## config.mk

```make
export PLATFORM = sky130hd
export DESIGN_NAME = p2s
export DESIGN_NICKNAME = d
export VERILOG_FILES = /design/src/rtl/p2s.sv
export SDC_FILE = /design/constraint.sdc
export NUM_CORES = 1
export LEC_CHECK = 0
export ABC_AREA = 1
export CELL_PAD_IN_SITES_DETAIL_PLACEMENT = 1
export CELL_PAD_IN_SITES_GLOBAL_PLACEMENT = 2
export CORE_UTILIZATION = 22
export CTS_CLUSTER_DIAMETER = 30
export DETAILED_ROUTE_END_ITERATION = 6
export PLACE_DENSITY_LB_ADDON = 0.1
export SYNTH_ARGS = -nofsm -noshare
export SYNTH_HDL_FRONTEND = slang
export SYNTH_SLANG_ARGS = --single-unit
```

## constraint.sdc

```tcl
create_clock -name clk -period 1.1 [get_ports clk]
set_input_delay 0.22 -clock clk [delete_from_list [all_inputs] [get_ports clk]]
set_output_delay 0.22 -clock clk [all_outputs]
set_load 0.02 [all_outputs]
```

## src/rtl/p2s.sv

```systemverilog
// p2s: parallel-to-serial spike serializer.
// Accepts P-bit words on spike_p/in_valid/in_ready and emits them one bit per
// transfer on spike_s/valid_s/ready_s, with last marking each word's final bit.
// A one-word holding buffer lets back-to-back words stream without bubbles.
// Optional build macro P2S_LSB_FIRST_EN: send spike_p[0] first instead of
// spike_p[P-1]; handshake, latency and last timing are unchanged.
//
// Handshake: on both sides a transfer happens at a rising edge where
// valid and ready are both high. A source holds valid (and data) stable
// until the transfer; valid never depends on ready. Here in_ready is the
// only combinational output and depends only on ready_s and local state.
module p2s #(
    parameter int P = 2
) (
    input  logic         clk,
    input  logic         rst,
    input  logic [P-1:0] spike_p,
    input  logic         in_valid,
    output logic         in_ready,
    output logic         spike_s,
    output logic         valid_s,
    input  logic         ready_s,
    output logic         last,
    output logic         busy
);

    localparam int CW = $clog2(P);
    localparam logic [CW-1:0] CNT_FULL = CW'(P - 1);

    logic [P-1:0]  hold_q, hold_d;
    logic          hold_v_q, hold_v_d;
    logic [P-1:0]  sh_q, sh_d;
    logic [CW-1:0] cnt_q, cnt_d;
    logic          spike_s_q, spike_s_d;
    logic          valid_s_q, valid_s_d;
    logic          last_q, last_d;

    logic adv;
    logic take;
    logic accept;

    // Output slot free or draining; held word moves to the shifter when the
    // shifter is empty; a new word may enter when the holding slot frees up.
    always_comb begin
        adv    = ~valid_s_q | ready_s;
        take   = adv & (cnt_q == '0) & hold_v_q;
        accept = in_valid & in_ready;
    end

    assign in_ready = ~hold_v_q | take;
    assign spike_s  = spike_s_q;
    assign valid_s  = valid_s_q;
    assign last     = last_q;
    assign busy     = hold_v_q | (cnt_q != '0) | valid_s_q;

    // Next-state: holding buffer refill, then shift / load / idle on advance.
    always_comb begin
        hold_d    = hold_q;
        hold_v_d  = hold_v_q;
        sh_d      = sh_q;
        cnt_d     = cnt_q;
        spike_s_d = spike_s_q;
        valid_s_d = valid_s_q;
        last_d    = last_q;

        if (take) begin
            hold_v_d = 1'b0;
        end
        if (accept) begin
            hold_d   = spike_p;
            hold_v_d = 1'b1;
        end

        if (adv) begin
            if (cnt_q != '0) begin
`ifdef P2S_LSB_FIRST_EN
                spike_s_d = sh_q[0];
                sh_d      = sh_q >> 1;
`else
                spike_s_d = sh_q[P-1];
                sh_d      = sh_q << 1;
`endif
                cnt_d     = cnt_q - CW'(1);
                valid_s_d = 1'b1;
                last_d    = (cnt_q == CW'(1));
            end else if (take) begin
`ifdef P2S_LSB_FIRST_EN
                spike_s_d = hold_q[0];
                sh_d      = hold_q >> 1;
`else
                spike_s_d = hold_q[P-1];
                sh_d      = hold_q << 1;
`endif
                cnt_d     = CNT_FULL;
                valid_s_d = 1'b1;
                last_d    = 1'b0;
            end else begin
                spike_s_d = 1'b0;
                valid_s_d = 1'b0;
                last_d    = 1'b0;
            end
        end
    end

    // State registers with synchronous active-low reset.
    always_ff @(posedge clk) begin
        if (!rst) begin
            hold_q    <= '0;
            hold_v_q  <= 1'b0;
            sh_q      <= '0;
            cnt_q     <= '0;
            spike_s_q <= 1'b0;
            valid_s_q <= 1'b0;
            last_q    <= 1'b0;
        end else begin
            hold_q    <= hold_d;
            hold_v_q  <= hold_v_d;
            sh_q      <= sh_d;
            cnt_q     <= cnt_d;
            spike_s_q <= spike_s_d;
            valid_s_q <= valid_s_d;
            last_q    <= last_d;
        end
    end

endmodule

```

==> flow_summary_export.csv, run 1 <==
group,metric,value,unit
outcome,outcome,"complete, but fails checks",
outcome,violated_checks,"setup timing",
sta,setup_violations,2,
critical_path,setup.worst_path.class,"reg2out",
placement,routabilityCongestion,0.7402,
yosys,yosysUniqueCellTypes,12,
floorplan,floorplan.die_area,1750,sq um
yosys,synth_largest_area_cell,"sky130_fd_sc_hd__dfxtp_1",
critical_path,timing.critical_path.cells,"inv_4 -> nand2_2 -> inv_2 -> nand2_2 -> buf_6",
placement,dpl.hpwl,687.2,um
drt,drt-wirelength-per-cell,10.14,um
sta,portion_of_the_clock_cycle_consumed_by_the_worst_path_in_the_final_layout,104.0,%
cts,path_clk_slew,0.06,ns
drt,routed-via-count,358,
power,cellLeakagePower,0.0002828,uW
global_route,grt_start_max_net_pins,7,
floorplan,placementRows,14,
cts,insertion_delay,0.25,ns
yosys,mappedNetlistNets,51,
sta,maxSlewViolCount,0,
placement,numPlacedInstances,78,
sta,maxClockFrequency,874.2,MHz
sta,finClkSkew,0.006015,ns
yosys,synth.ff_latch_count,8,
sta,post-route-worst-setup-slack,-0.04392,ns
floorplan,core_box_area,1489,sq um
layout,drive_gt1_share,45.59,%
power,irDropWorstVdd,0.0007260,V
critical_path,critPathCaptureType,"output port",
sta,period_minus_slack,1.144,ns
floorplan,dieWidth,41.84,um
drt,routed_via_density,4.262,
critical_path,timing.critical_path.slowest_cell_delay,0.33,ns
floorplan,initial_core_util,23.45,%
cts,tritoncts.num_buffers,3,
drt,drc_errors_left,0,
floorplan,ioPinCount,11,
yosys,yosysWarnings,0,
yosys,post-synth-top-area-fraction,45.88,%
critical_path,cp_slowest_cell,"sky130_fd_sc_hd__dfxtp_2",
cts,tritoncts_clock_tree,"yes",
cts,cts.path.max_buffers,2,
yosys,synth.avg_cell_area,7.757,sq um
drt,drt_iter0_markers,1,
sta,grt_setup_unrepaired,"yes",
drt,routed_wirelength,852,um
min_path,min-delay-path-class,"reg2reg",
yosys,synthesis.area,349.1,sq um
sta,relSlewSlack,87.17,%
yosys,synth.top_cells.by_area,"sky130_fd_sc_hd__dfxtp_1, sky130_fd_sc_hd__a21oi_1, sky130_fd_sc_hd__nand2_4, sky130_fd_sc_hd__inv_1, sky130_fd_sc_hd__nand2_1",
layout,finalNetCount,76,
placement,port_buffers,10,
yosys,syn_inst,45,
global_route,first_global_vias,345,
critical_path,cpMostUsedCell,"sky130_fd_sc_hd__nand2_2",
critical_path,critical_path_peak_fanout,3,
sta,tightestPinTransition,0.1919,ns
global_route,grt_overflow_total,0,
critical_path,timing.critical_path.arrival,0.92,ns
critical_path,worst_setup_path_start_kind,"flop",
yosys,yosysSeqAreaShare,45.88,%
cts,cts_root_buf,"sky130_fd_sc_hd__clkbuf_4",
layout,number_of_standard_cells_in_the_layout_taps_in_and_fillers_out,84,
global_route,first_pass_grt_wire_length,1449,um
layout,areaGrowthSynthToFinish,63.44,%
cts,clock_sink_count,8,
layout,num_antenna_cells,0,
drt,drt_pre_antenna_iters,3,
power,powerDensity,1235,nW/um^2
floorplan,die_height,41.84,um
cts,cts-htree-levels,1,
global_route,antenna_found_initial,0,
drt,drtAntennaViolNets,0,
sta,final_hold_viol_count,0,
global_route,groute.usage.overall,11.74,%
critical_path,worst_ep_required_time,0.88,ns
cts,ctsHoldBuffers,0,
placement,preCtsSetupSlack,-0.6416,ns
job,maxCapViolations,0,
cells by family (layout without fill, tap and decap cells):
kind of cell / after synthesis / after routing / share of synthesized area, %
AOI/OAI and AO/OA: 12 / 12 / 17.92
DFF: 8 / 8 / 45.88
buffers and inverters: 9 / 32 / 9.680
and+or+nand+nor: 16 / 16 / 26.52
layout make-up:
cell class / instances / area (sq um)
Clock buffer: 3 / 22.52
Multi-Input combinational cell: 28 / 160.2
Inverter: 9 / 36.28
Timing Repair Buffer: 20 / 167.7
Tap cell: 16 / 20.02
Fill cell: 190 / 918.4
Sequential cell: 8 / 163.9
Yosys cell counts (all sizes together):
| cell | n |
|---|---|
| inv | 9 |
| nand2 | 9 |
| dfxtp | 8 |
| nor2 | 5 |
| a21oi | 8 |
| nand3 | 2 |
| o21a | 1 |
| o21ai | 3 |
sequential cells by signal (all words and copies together) (netlist names):
signal    flops
sh_q          1
last          1
hold_q        2
spike_s       1
cnt_q         1
valid_s       1
hold_v_q      1
power breakdown:
part | leakage (uW) | internal [uW] | total (uW) | switching (uW)
combinational | 0.000202 | 82.0 | 160 | 77.8
sequential | 0.0000669 | 310 | 322 | 12.2
clock | 0.0000138 | 125 | 223 | 98.2
total | 0.000283 | 516 | 705 | 188
worst max-delay path, delay by kind of cell (launching register included):
| family | cells | cell delay, ns |
|---|---|---|
| flip-flops | 1 | 0.33 |
| AND/OR/NAND/NOR | 2 | 0.09 |
| buffers and inverters | 3 | 0.25 |
placed cells by master (no fill, tap or decap), drive strengths merged:
master / synthesis / routed
buf: 0 / 14
clkbuf: 0 / 3
clkdlybuf4s15: 0 / 1
nor2: 5 / 5
a21oi: 8 / 8
o21ai: 3 / 3
dfxtp: 8 / 8
dlygate4sd2: 0 / 1
clkdlybuf4s50: 0 / 4
inv: 9 / 9
o21a: 1 / 1
nand3: 2 / 2
nand2: 9 / 9
stage by stage:
stage,hold slack (ns),cell area [sq um],power [uW],setup TNS (ns),util [%]
after floorplan,0.3375,349.1,396.9,0,-
after global placement,0.4646,521.8,473.5,-2.441,35.04
after detailed placement,0.4590,521.8,479.3,-2.672,35.04
after CTS,0.4675,559.3,715.8,-0.1066,37.56
after global routing,0.5171,570.5,755.1,-0.1759,38.32
final,0.4640,570.5,704.7,-0.06287,38.32
final timing paths:
path	cells past startpoint	end	startpoint	slack [ns]
setup reg to reg	6	cnt_q$_SDFFE_PN0P_	cnt_q$_SDFFE_PN0P_	0.07
hold / removal	2	sh_q[1]$_SDFFE_PN0P_	hold_q[0]$_SDFFE_PN0P_	0.46
setup / recovery	5	busy	cnt_q$_SDFFE_PN0P_	-0.04
hold reg to reg	2	sh_q[1]$_SDFFE_PN0P_	hold_q[0]$_SDFFE_PN0P_	0.46
repair_timing:
item / 4_1_cts / 5_1_grt
buffers inserted: 1 / 2
pin swaps: 1 / 0
endpoints found under the setup margin: 6 / 4
resized for setup: 30 / 2
layer usage:
layer / track usage [%] / part of all wire [%] / vias up
li1: - / - / 188
met1: 12.90 / 43 / 159
met2: 17.19 / 51 / 9
met3: 6.522 / 5.0 / 2
met4: 7.742 / 1.2 / 0
met5: 0 / 0 / -
Note: power is estimated with default switching activity, not from simulation.
==> run 2: changes to the inputs <==
CELL_PAD_IN_SITES_DETAIL_PLACEMENT = 0   (was 1)
CELL_PAD_IN_SITES_GLOBAL_PLACEMENT = 1   (was 2)
CORE_AREA = 2 2 39 41   (was default)
CORE_UTILIZATION = default   (was 22)
DIE_AREA = 0 0 41 43   (was default)
SLEW_MARGIN = 20   (was default)
==> run 2 against run 1 <==
Effect of this change:
- the flow still finishes with violations (setup timing)
- critical endpoint unchanged
- utilization is 3.6 points higher
- sequential power hardly changed
- routed wire length is 5.3% lower
- clock power is 5% lower
- largest cell class unchanged
- sequential share of layout area is 0.71 points lower
- cell count is 1.2% higher
- worst hold slack better by 0.011 ns
- total power is 1.1% lower
- clock skew is 0.0033 ns lower
==> flow_summary_export.csv, run 2 (synthesis results as in run 1) <==
group,metric,value,unit
cts,cts_root_buf,"sky130_fd_sc_hd__clkbuf_4",
global_route,grt_overflow_total,0,
placement,port_buffers,10,
floorplan,die_height,43,um
cts,path_clk_slew,0.05,ns
cts,insertion_delay,0.24,ns
critical_path,cp_slowest_cell,"sky130_fd_sc_hd__dfxtp_2",
layout,fill_cell_instance_count_of_the_final_layout,151,
layout,finish.utilization,41.95,%
placement,preCtsSetupSlack,-0.6641,ns
layout,multiInputGateArea,163.9,sq um
drt,routed_via_density,4.282,
cts,clock_sink_count,8,
drt,routed-via-count,364,
critical_path,critical_path_peak_fanout,3,
cts,tritoncts.num_buffers,3,
cts,tritoncts_clock_tree,"yes",
drt,drt-wirelength-per-cell,9.494,um
global_route,antenna_found_initial,0,
critical_path,cpMostUsedCell,"sky130_fd_sc_hd__nand2_2",
floorplan,placementRows,14,
critical_path,r2r.worst_path.cells,7,
min_path,min_to,"spike_s$_SDFFE_PN0P_",
sta,grt_setup_unrepaired,"yes",
critical_path,timing.critical_path.cells,"inv_4 -> nand2_2 -> inv_2 -> nand2_2 -> buf_6",
drt,routed_wirelength,807,um
critical_path,r2r_start,"valid_s$_SDFFE_PN0P_",
floorplan,initial_core_util,25.23,%
sta,fin_tns_setup,-0.05521,ns
layout,num_antenna_cells,0,
critical_path,rr_endpoint,"spike_s$_SDFFE_PN0P_",
layout,regMostFlops,"hold_q",
floorplan,floorplan.die_area,1763,sq um
layout,most_used_cells_in_the_layout_excluding_fill_and_tap_cells,"sky130_fd_sc_hd__buf_4, sky130_fd_sc_hd__a21oi_1, sky130_fd_sc_hd__dfxtp_1",
min_path,min_delay_path_depth,2,
min_path,min-delay-path-class,"reg2reg",
cts,ctsHoldBuffers,0,
global_route,grt_start_max_net_pins,7,
job,maxCapViolations,0,
sta,final_hold_viol_count,0,
power,irDropWorstVdd,0.0004573,V
cts,cts.path.max_buffers,2,
drt,drtAntennaViolNets,0,
layout,finalNetCount,77,
sta,tightestPinTransition,0.2193,ns
outcome,outcome,"complete, but fails checks",
floorplan,dieWidth,41,um
sta,maxClockFrequency,879.3,MHz
critical_path,worst_ep_required_time,0.88,ns
drt,drt_iter0_markers,0,
critical_path,setup.worst_path.class,"reg2out",
critical_path,worst_setup_path_start_kind,"flop",
floorplan,ioPinCount,11,
sta,relSlewSlack,85.22,%
floorplan,core_box_area,1384,sq um
sta,period_minus_slack,1.137,ns
sta,timing.hold.ws,0.4746,ns
sta,maxSlewViolCount,0,
critical_path,timing.critical_path.arrival,0.92,ns
min_path,worst_hold_startpoint,"hold_q[1]$_SDFFE_PN0P_",
cts,cts-htree-levels,1,
sta,finClkSkew,0.002689,ns
sta,portion_of_the_clock_cycle_consumed_by_the_worst_path_in_the_final_layout,103.4,%
layout,drive_gt1_share,46.38,%
layout,final_common_cell,"sky130_fd_sc_hd__buf_4",
critical_path,r2r_slack,0.07,ns
critical_path,critPathCaptureType,"output port",
critical_path,timing.critical_path.slowest_cell_delay,0.33,ns
power,post-layout-total-power,697.0,uW
sta,setup_violations,2,
layout,flip_flop_count_of_the_largest_register_after_layout,2,
global_route,first_pass_grt_wire_length,1380,um
critical_path,path_delay_family,"flip-flops",
outcome,violated_checks,"setup timing",
drt,drc_errors_left,0,
placement,routabilityCongestion,0.6119,
placement,dpl.hpwl,671.8,um
drt,drt_pre_antenna_iters,1,
global_route,groute.usage.overall,11.77,%
power,cellLeakagePower,0.0002878,uW
layout,layout.area.seq,162.7,sq um
sta,post-route-worst-setup-slack,-0.03730,ns
layout,areaGrowthSynthToFinish,66.31,%
critical_path,cp.buffers_inverters,3,
power,powerDensity,1201,nW/um^2
global_route,first_global_vias,384,
run 2: routing by layer:
metal	global-route usage, %	vias up	share of wire, %
li1	-	191	-
met1	11.00	163	36
met2	20.31	10	59
met3	3.141	0	5.2
met4	8.000	0	0
met5	0	-	0
run 2: worst max-delay path by stage:
| stage | startpoint | to | slack, ns | depth (start not counted) |
|---|---|---|---|---|
| 2_1_floorplan | valid_s$_SDFFE_PN0P_ | hold_q[0]$_SDFFE_PN0P_ | 0.05 | 5 |
| 3_3_place_gp | ready_s | in_ready | -0.65 | 6 |
| 3_5_place_dp | ready_s | in_ready | -0.66 | 6 |
| 4_1_cts | cnt_q$_SDFFE_PN0P_ | busy | -0.07 | 5 |
| 5_1_grt | cnt_q$_SDFFE_PN0P_ | busy | -0.1 | 5 |
| 6_report | cnt_q$_SDFFE_PN0P_ | busy | -0.04 | 5 |
run 2: report_power, final:
part	switching, uW	internal [uW]
Clock	86.7	124
Combinational	78.7	85.9
Sequential	12.2	309
run 2: what timing repair did:
| action | in CTS | in global routing |
|---|---|---|
| resized for setup | 27 | 5 |
| pin swaps | 0 | 2 |
| buffers inserted | 2 | 1 |
| gates cloned | 0 | 0 |
| setup endpoints to repair | 7 | 4 |
run 2: worst reg2reg max path: stages (launching register included):
cell                      delay (ns)
sky130_fd_sc_hd__dfxtp_2        0.33
sky130_fd_sc_hd__nand2_4        0.07
sky130_fd_sc_hd__nand2_4        0.06
sky130_fd_sc_hd__buf_4          0.12
sky130_fd_sc_hd__buf_4          0.13
sky130_fd_sc_hd__nor2_4         0.09
sky130_fd_sc_hd__nand2_1        0.07
sky130_fd_sc_hd__a21oi_2        0.11
run 2: area by class of cell:
cell class	count	area share (%)
Inverter	9	6.250
Tap cell	16	3.448
Sequential cell	8	28.02
Multi-Input combinational cell	28	28.23
Clock buffer	3	3.879
Timing Repair Buffer	21	30.17
run 2: through the flow:
stage,instance area (sq um),instances
2_1_floorplan,349.1,45
3_3_place_gp,529.3,79
3_5_place_dp,529.3,79
4_1_cts,579.3,84
5_1_grt,580.6,85
6_report,580.6,85
==> run 3: changes to the inputs <==
GPL_ROUTABILITY_DRIVEN = 0   (was default)
==> results of run 3 <==
The final DEF is identical to that of run 2; final timing and power are the same.
